--- config.mk ---
export PLATFORM = sky130hd
export DESIGN_NAME = regfile_wb_arbiter
export DESIGN_NICKNAME = d
export VERILOG_FILES = /design/src/rtl/regfile_wb_arbiter.sv
export SDC_FILE = /design/constraint.sdc
export NUM_CORES = 1
export LEC_CHECK = 0
export CAP_MARGIN = 20
export CORE_MARGIN = 2
export CORE_UTILIZATION = 36
export DETAILED_ROUTE_END_ITERATION = 7
export HOLD_SLACK_MARGIN = 0.12
export PLACE_DENSITY = 0.85
export SLEW_MARGIN = 20
export SYNTH_ARGS = -nofsm -noshare
export SYNTH_HDL_FRONTEND = slang
export SYNTH_SLANG_ARGS = --single-unit
--- constraint.sdc ---
create_clock -name CLK -period 1.72 [get_ports CLK]
set_input_delay 0.43 -clock CLK [delete_from_list [all_inputs] [get_ports CLK]]
set_output_delay 0.43 -clock CLK [all_outputs]
set_load 0.02 [all_outputs]
--- src/rtl/regfile_wb_arbiter.sv ---
// Two-requester arbiter for the single register-file write port.
// Round-robin priority, registered write outputs, writes to x0 are silently dropped.
module regfile_wb_arbiter #(
    parameter int   CNT_W      = 16,
    parameter logic FIRST_PORT = 1'b0
) (
    input  logic             CLK,
    input  logic             RESET,
    input  logic             HOLD,
    input  logic             P0_VALID,
    input  logic [4:0]       P0_ADDR,
    input  logic [31:0]      P0_DATA,
    output logic             P0_READY,
    input  logic             P1_VALID,
    input  logic [4:0]       P1_ADDR,
    input  logic [31:0]      P1_DATA,
    output logic             P1_READY,
    output logic [4:0]       A3,
    output logic [31:0]      WD3,
    output logic             RegWrite,
    output logic [CNT_W-1:0] WR_COUNT
);

    logic             pri_r;
    logic             grant0_s;
    logic             grant1_s;
    logic [4:0]       sel_addr_s;
    logic [31:0]      sel_data_s;
    logic             commit_s;
    logic [4:0]       a3_r;
    logic [31:0]      wd3_r;
    logic             reg_write_r;
    logic [CNT_W-1:0] wr_count_r;

    // Grant selection: reset and HOLD suppress all grants, contention resolved by pri_r
    always_comb begin
        grant0_s = 1'b0;
        grant1_s = 1'b0;
        if (RESET || HOLD) begin
            grant0_s = 1'b0;
            grant1_s = 1'b0;
        end else if (P0_VALID && P1_VALID) begin
            if (pri_r) begin
                grant1_s = 1'b1;
            end else begin
                grant0_s = 1'b1;
            end
        end else if (P0_VALID) begin
            grant0_s = 1'b1;
        end else if (P1_VALID) begin
            grant1_s = 1'b1;
        end else begin
            grant0_s = 1'b0;
            grant1_s = 1'b0;
        end
    end

    // Mux the granted request; a transfer to x0 is accepted but never committed
    always_comb begin
        sel_addr_s = P0_ADDR;
        sel_data_s = P0_DATA;
        if (grant1_s) begin
            sel_addr_s = P1_ADDR;
            sel_data_s = P1_DATA;
        end else begin
            sel_addr_s = P0_ADDR;
            sel_data_s = P0_DATA;
        end
        commit_s = (grant0_s || grant1_s) && (sel_addr_s != 5'd0);
    end

    // Write-port registers, commit counter and round-robin pointer
    always_ff @(posedge CLK or posedge RESET) begin
        if (RESET) begin
            a3_r        <= 5'd0;
            wd3_r       <= 32'd0;
            reg_write_r <= 1'b0;
            wr_count_r  <= '0;
            pri_r       <= FIRST_PORT;
        end else begin
            reg_write_r <= commit_s;
            if (commit_s) begin
                a3_r       <= sel_addr_s;
                wd3_r      <= sel_data_s;
                wr_count_r <= wr_count_r + {{(CNT_W-1){1'b0}}, 1'b1};
            end
            if (grant0_s) begin
                pri_r <= 1'b1;
            end else if (grant1_s) begin
                pri_r <= 1'b0;
            end
        end
    end

    assign P0_READY = grant0_s;
    assign P1_READY = grant1_s;
    assign A3       = a3_r;
    assign WD3      = wd3_r;
    assign RegWrite = reg_write_r;
    assign WR_COUNT = wr_count_r;

endmodule

---- After elaboration in Yosys (flattened, before gate mapping) ----
Cells that the tools add are included.
storage, ports and cells
  register bits after elaboration ......... 55
  output and inout port bits .............. 56
operators by class
  $add $sub $neg .......................... 1
  multiplexer cells ....................... 13
  reduce and logical (&&, ||, !) cells .... 6
operator list
  operator                 count
  $mux W32                 1
  $add A16 B1 Y16 const B  1
  $mux W1                  11
  $mux W5                  1
  $reduce_bool A5 Y1       1
  $logic_and A1 B1 Y1      2
  $logic_or A1 B1 Y1       2
  $reduce_bool A2 Y1       1

---- Depth between registers and ports, before layout ----
Gate-level depths: netlist of the first run.
  depth after elaboration ................. 7
  depth in mapped cells ................... 7

---- Least setup slack after synthesis of the first run ----
OpenSTA, ideal clock, no wires.
  kind .................................... input -> register
  start point ............................. in P1_ADDR[3]
  end point ............................... reg wr_count_r[1], in the netlist WR_COUNT[1]
  arrival ................................. 1751 ps
  slack ................................... -156 ps
  cell stages on the path ................. 5
  cell sequence ........................... or4_4 > nor4b_2 > a211oi_2 > buf_6 > mux2_4
on the way
  word-level cells in the longest chain between the ends .. 3
ends and longest elaborated chain
  item                  line  source
  from (decl)           15    input logic [4:0] P1_ADDR,
  $mux W5               62    if (grant1_s) begin
  $reduce_bool A5 Y1    69    commit_s = (grant0_s || grant1_s) && (sel_addr_s != 5'd0);
  $logic_and A1 B1 Y1   69
  to (signal assigned)  85    wr_count_r <= wr_count_r + {{(CNT_W-1){1'b0}}, 1'b1};
  to (decl)             33    logic [CNT_W-1:0] wr_count_r;
Every way passes these cells.
A chain may end at the register's enable or synchronous reset.

---- Worst setup path after layout of the first run ----
  start point ............................. in P1_ADDR[3]
  end point ............................... reg wd3_r[23], in the netlist WD3[23]
on the way
  word-level cells in the longest chain between the ends .. 3
ends and longest elaborated chain
  item                  line  source
  $mux W5               62
  $reduce_bool A5 Y1    69
  $logic_and A1 B1 Y1   69
  to (signal assigned)  84    wd3_r <= sel_data_s;
  to (decl)             31    logic [31:0] wd3_r;
Every way passes these cells.

==> results.json, run 1 <==
{
  "hp-class": "input port to asynchronous set/reset pin",
  "syn_inst": 243,
  "final.min_clock_period_ps": 1890,
  "track_usage_pct": 19.2,
  "htreeDepth": 2,
  "syn-mean-instance-area_um2": 10.7,
  "synth_xor_area_share_pct": 5.04,
  "final_area_um2": 4500,
  "rows": 31,
  "status": "finished with violations",
  "drv_slew": 0,
  "place_hpwl_um": 5450,
  "finalSetupTns_ps": -4290,
  "drt_iter0_markers": 95,
  "io_buffer_count": 134,
  "drt_pass1_iterations": 4,
  "worst_setup_path_start_kind": "input port",
  "synth_top_family_by_area": "multiplexers",
  "synth_cell_types": 27,
  "path_buf_inv": 5,
  "place_congestion": 0.775,
  "slowest_delay_ps": 540,
  "grt_start_max_net_pins": 56,
  "via_count": 2458,
  "die_y_um": 89.1,
  "die_area_um2": 7930,
  "clkTransAtPathRegs_ps": 100,
  "criticalPathCategory": "input port to register",
  "max_freq_mhz": 528,
  "slew_headroom_pct": 65.7,
  "clock_latency_ps": 300,
  "fillers": 619,
  "finalWorstSetupSlack_ps": -174,
  "synth_edf_count": 0,
  "finalSetupViolations": 51,
  "clockBufferDepth": 2,
  "antenna_cells": 0,
  "required_ps": 1950,
  "ant_nets": 0,
  "worst_slew_pin_slew_ps": 511,
  "grt_pass1_vias": 2480,
  "ys_top_cells_by_area": "dfrtp_1 53%, mux2i_1 15%, a21oi_1 6.9%",
  "rrSetupSlack_ps": -140,
  "cp_max_fo": 6,
  "crit_arrival_ps": 2130,
  "drc_errors": 0,
  "hold_viol_final": 0,
  "p_per_area_nw_per_um2": 848,
  "critPathTopFamily": "simple AND/OR/NAND/NOR gates",
  "report.power.total_mw": 3.81,
  "synth_seq_cells": 55,
  "ys.flop_type": "dfrtp_1",
  "synth_fp_nets": 323,
  "cp-end-kind": "register",
  "synthArstFlopShare_pct": 100,
  "area_delta_synth_final_pct": 72.6,
  "cap_violations": 0,
  "synth_fa_ha_area_share_pct": 0.480,
  "drt_wl_total_um": 7940,
  "synth_top_area_share_pct": 52.8,
  "synth.most_common_cell": "dfrtp_1",
  "rsz0062_at_grt": "true",
  "netlist_top_cells_count": "55 x dfrtp_1, 40 x nor2_1, 38 x mux2i_1, 36 x a21oi_1, 11 x xnor2_1",
  "numCtsBuffers": 5,
  "cp_cell_sequence": "buf_6 -> or4_4 -> nor4b_4 -> buf_4 -> a211oi_4 -> buf_4 -> buf_6 -> buf_16 -> a21oi_1",
  "synthMuxAreaShare_pct": 15.2,
  "wl_per_cell_um": 16.0,
  "power.leakage_nw": 2.29,
  "syn_area_um2": 2600,
  "dpl-instance-area_um2": 4180,
  "clockRootBuffer": "clkbuf_8",
  "ys_seq_area_share_pct": 52.8,
  "grt_overflow_total": 0,
  "cts-hold-fix-buffers": 0,
  "antenna_found_initial": 0,
  "synth_top_area_cell": "dfrtp_1",
  "layout-drive-gt1-share_pct": 20.7,
  "min_period_over_period_pct": 110,
  "vdd_drop_max_mv": 0.398,
  "core_um2": 7140,
  "layout.nets": 475,
  "clock_skew_ps": 2.46,
  "cp_slowest_cell": "or4_4",
  "grt_pass1_wl_um": 11700,
  "cts_tree": "yes",
  "violations": "setup timing",
  "initial_core_util_pct": 36.5,
  "synth_compound_area_share_pct": 8.50,
  "cts_sinks": 55,
  "die_w_um": 89.1,
  "synth-warning-count": 0,
  "vias_per_cell": 4.97,
  "ioPinCount": 135,
  "synthSimpleGateAreaFrac_pct": 13.5
}
[repair_timing]
action                     in CTS  in global routing
setup endpoints to repair      91                 75
setup buffers                   7                  2
gates cloned                    4                  0
pin swaps                      14                  4
gates resized for setup        99                 29
[sequential cells by signal (all words and copies together), names as in the netlist]
name,cells
pri_r,1
WD3,32
A3,5
RegWrite,1
WR_COUNT,16
[placed cells by master (no fill, tap or decap), types with 2 or more instances in the layout]
cell type and count:
clkdlybuf4s50_1 65, dfrtp_1 55, dlygate4sd2_1 42, mux2i_1 38, nor2_1 27, a21oi_2 20
dlymetal6s2s_1 19, a21oi_1 16, buf_4 14, nor2_2 11, xnor2_1 11, nand4_1 9
and3_1 9, clkbuf_8 5, buf_6 5, nand2_1 4, inv_1 4, xor2_1 4
nand3_1 3, buf_16 3, buf_2 3, buf_12 3, or4_4 2, nor2_4 2
clkinvlp_4 2, o21ai_0 2, clkbuf_2 2
[cell families after synthesis]
family,after synthesis
AND/OR/NAND/NOR,72
flip-flops,55
AO/OA/AOI/OAI,42
buffers and inverters,19
XOR/XNOR,15
multiplexers,39
adder cells (fa/ha/maj),1
[report_power, final]
group / switching [mW] / total [mW] / internal, mW
Clock: 0.412 / 0.697 / 0.286
Combinational: 0.754 / 1.45 / 0.693
Sequential: 0.162 / 1.67 / 1.51
Total: 1.33 / 3.81 / 2.49
[per-layer routing]
layer	track usage [%]	up-vias	wire, µm
met1	24.3	1164	3190
met3	3.23	19	522
met2	33.4	113	4040
met4	6.24	0	187
met5	0	-	0
li1	-	1162	-
[worst paths after layout]
check | start | to | cells after the start
worst max-delay path | P1_ADDR[3] | WD3[23] | 9
worst min-delay path | RESET | pri_r | 4
worst max register to register | pri_r | WR_COUNT[9] | 7
worst min register to register | WR_COUNT[15] | WR_COUNT[15] | 1
max in group asynchronous | RESET | WR_COUNT[8] | 4
min in group CLK | P1_ADDR[3] | A3[3] | 3
[area by class of cell]
type / instances / area (µm²) / share of cell area (%)
well taps: 99 / 124 / 2.75
multi-input cells: 170 / 1280 / 28.4
flip-flops and latches: 55 / 1380 / 30.6
inverters: 5 / 22.5 / 0.501
clock inverters: 2 / 12.5 / 0.278
repair buffers: 158 / 1610 / 35.8
clock buffers: 6 / 72.6 / 1.61
[worst register-to-register path, stage by stage (launching register included)]
cell and delay [ps]:
dfrtp_1 420, nand2b_4 160, nor4b_4 130, buf_4 150, buf_4 130, a211oi_2 420, and3_1 250, xor2_1 140
[metrics by stage]
step / hold slack (ps) / setup WS, ps / util, % / instances
6_report: 305 / -174 / 63.0 / 495
5_1_grt: 324 / -235 / 63.0 / 495
4_1_cts: 312 / -156 / 62.1 / 494
3_5_place_dp: 479 / -770 / 58.6 / 475
3_3_place_gp: 470 / -667 / 58.6 / 475
2_1_floorplan: 464 / -137 / - / 243
Note: power is estimated with default switching activity, not from simulation.
==> run 2: changes to the inputs <==
--- a/config.mk
+++ b/config.mk
@@ -8,7 +8,9 @@
 export CAP_MARGIN = 20
 export CORE_MARGIN = 2
 export CORE_UTILIZATION = 36
+export CTS_CLUSTER_DIAMETER = 50
 export DETAILED_ROUTE_END_ITERATION = 7
+export GPL_TIMING_DRIVEN = 0
 export HOLD_SLACK_MARGIN = 0.12
 export PLACE_DENSITY = 0.85
 export SLEW_MARGIN = 20
==> run 2 against run 1 <==
  * The flow still finishes with violations (setup timing)
  * Critical path depth shrank 3
  * Combinational power is 3% higher
  * Setup slack better by 150 ps
  * Clock power is 6.6% higher
  * Routed wire length rose by 2.4%
  * Sequential share of layout area decreased by 1.8 points
  * Sequential power rose by 4%
  * Die area did not move
  * Highest routed layer unchanged
==> results.json, run 2 (synthesized netlist as in run 1, its figures left out) <==
{
  "status": "finished with violations",
  "violations": "setup timing",
  "worst_setup_path_start_kind": "input port",
  "ioPinCount": 135,
  "rrSetupSlack_ps": -20,
  "cp_slowest_cell": "or4_4",
  "criticalPathCategory": "input port to register",
  "core_um2": 7140,
  "slowest_delay_ps": 550,
  "vias_per_cell": 4.87,
  "numCtsBuffers": 5,
  "cts_tree": "yes",
  "worst_slew_pin_slew_ps": 530,
  "min_period_over_period_pct": 101,
  "via_count": 2424,
  "required_ps": 1930,
  "rows": 31,
  "clkTransAtPathRegs_ps": 110,
  "hold_ws_ps": 180,
  "cap_violations": 0,
  "drt_pass1_iterations": 4,
  "crit_arrival_ps": 1960,
  "drv_slew": 0,
  "grt_overflow_total": 0,
  "htreeDepth": 2,
  "layout_commonest_cell": "clkdlybuf4s50_1",
  "drt_wl_total_um": 8120,
  "vdd_drop_max_mv": 0.503,
  "die_y_um": 89.1,
  "power.leakage_nw": 2.26,
  "die_w_um": 89.1,
  "area_delta_synth_final_pct": 83.9,
  "die_area_um2": 7930,
  "finalWorstSetupSlack_ps": -25.5,
  "clock_latency_ps": 310,
  "clock_skew_ps": 6.40,
  "clockRootBuffer": "clkbuf_8",
  "cts_sinks": 55,
  "max_freq_mhz": 573,
  "layout.nets": 478,
  "cp_max_fo": 9,
  "finalSetupViolations": 11,
  "place_hpwl_um": 5580,
  "p_per_area_nw_per_um2": 829,
  "path_buf_inv": 2,
  "largest_register_ffs": 32,
  "critPathTopFamily": "simple AND/OR/NAND/NOR gates",
  "grt_pass1_wl_um": 11900,
  "report.power.total_mw": 3.97,
  "io_buffer_count": 134,
  "drt_iter0_markers": 58,
  "cts-hold-fix-buffers": 0,
  "wl_per_cell_um": 16.3,
  "place_congestion": 0.754,
  "clockBufferDepth": 2,
  "hold_viol_final": 0,
  "hp-class": "input port to asynchronous set/reset pin",
  "grt_pass1_vias": 2484,
  "layout-drive-gt1-share_pct": 30.3,
  "final.min_clock_period_ps": 1750,
  "cp-end-kind": "register",
  "mostFrequentLayoutCells": "64 x clkdlybuf4s50_1, 55 x dlygate4sd2_1, 54 x dfrtp_1",
  "antenna_found_initial": 0,
  "drc_errors": 0,
  "cp_cell_sequence": "buf_6 -> or4_4 -> nor4b_4 -> a211oi_4 -> buf_8 -> mux2_4",
  "grt_start_max_net_pins": 35,
  "slew_headroom_pct": 64.6,
  "antenna_cells": 0,
  "ant_nets": 0,
  "initial_core_util_pct": 36.5,
  "track_usage_pct": 19.7,
  "rsz0062_at_grt": "true"
}
run 2: changes by cell type in the layout (fill, tap and decap cells not counted), sizes merged:
cell / delta
a211oi: -1
clkdlybuf4s50: -1
dlygate4sd2: +13
clkinv: +1
dlymetal6s2s: -13
clkbuf: +4
run 2: routing by layer:
metal	GRT usage, %	routed length [µm]
met1	24.1	3310
met2	35.8	4230
met3	4.52	499
met4	4.07	80
met5	0	0
run 2: worst paths after layout:
kind	to	from	cells past startpoint
worst max-delay path	WR_COUNT[1]	P1_ADDR[1]	6
worst min-delay path	pri_r	RESET	2
worst max register to register	WR_COUNT[14]	pri_r	7
worst min register to register	WR_COUNT[15]	WR_COUNT[15]	1
max in group asynchronous	WD3[18]	RESET	3
min in group CLK	A3[4]	P1_ADDR[4]	3
run 2: repair_timing:
| item | CTS | global route |
|---|---|---|
| cloned | 6 | 2 |
| resized for setup | 170 | 47 |
| pin swaps | 15 | 12 |
| endpoints found under the setup margin | 101 | 61 |
| setup buffers | 9 | 2 |
| endpoints found under the hold margin | 0 | 0 |
run 2: final cells by class:
cell class	instances	area (µm²)
clock inverter	3	25.0
timing repair buffer	151	1530
sequential	55	1380
inverter	5	25.0
tap	99	124
fill	570	2350
multi-input combinational	169	1500
buffer	11	136
clock buffer	5	68.8
run 2: worst register-to-register path, cell delays in order (launching register included):
cell and delay [ps]:
dfrtp_1 410, nand2b_4 160, nor4b_4 140, a211oi_4 350
buf_6 170, buf_6 130, nand4_1 110, xnor2_1 160
run 2: per-stage QoR:
stage | instances | utilization, % | instance area (µm²) | TNS, ps | setup slack, ps
after global routing | 498 | 67.1 | 4790 | -1260 | -96.0
after CTS | 498 | 65.1 | 4650 | -3530 | -139
after global placement | 476 | 58.2 | 4160 | -53980 | -1230
final | 498 | 67.1 | 4790 | -146 | -25.5
after floorplan | 243 | - | 2690 | -2920 | -137
after detailed placement | 477 | 58.5 | 4180 | -51760 | -1240
run 2: report_power, final:
group | switching, mW | total [mW] | internal [mW] | leakage, nW
Clock | 0.450 | 0.743 | 0.292 | 0.0443
Sequential | 0.224 | 1.73 | 1.51 | 0.648
Combinational | 0.767 | 1.50 | 0.729 | 1.57
Total | 1.44 | 3.97 | 2.53 | 2.26
==> run 3: changes to the inputs <==
--- a/config.mk
+++ b/config.mk
@@ -5,7 +5,7 @@
 export SDC_FILE = /design/constraint.sdc
 export NUM_CORES = 1
 export LEC_CHECK = 0
-export CAP_MARGIN = 20
+export CAP_MARGIN = 15
 export CORE_MARGIN = 2
 export CORE_UTILIZATION = 36
 export CTS_CLUSTER_DIAMETER = 50
==> results of run 3 <==
No change in the layout: final DEF, timing and power equal those of run 2.
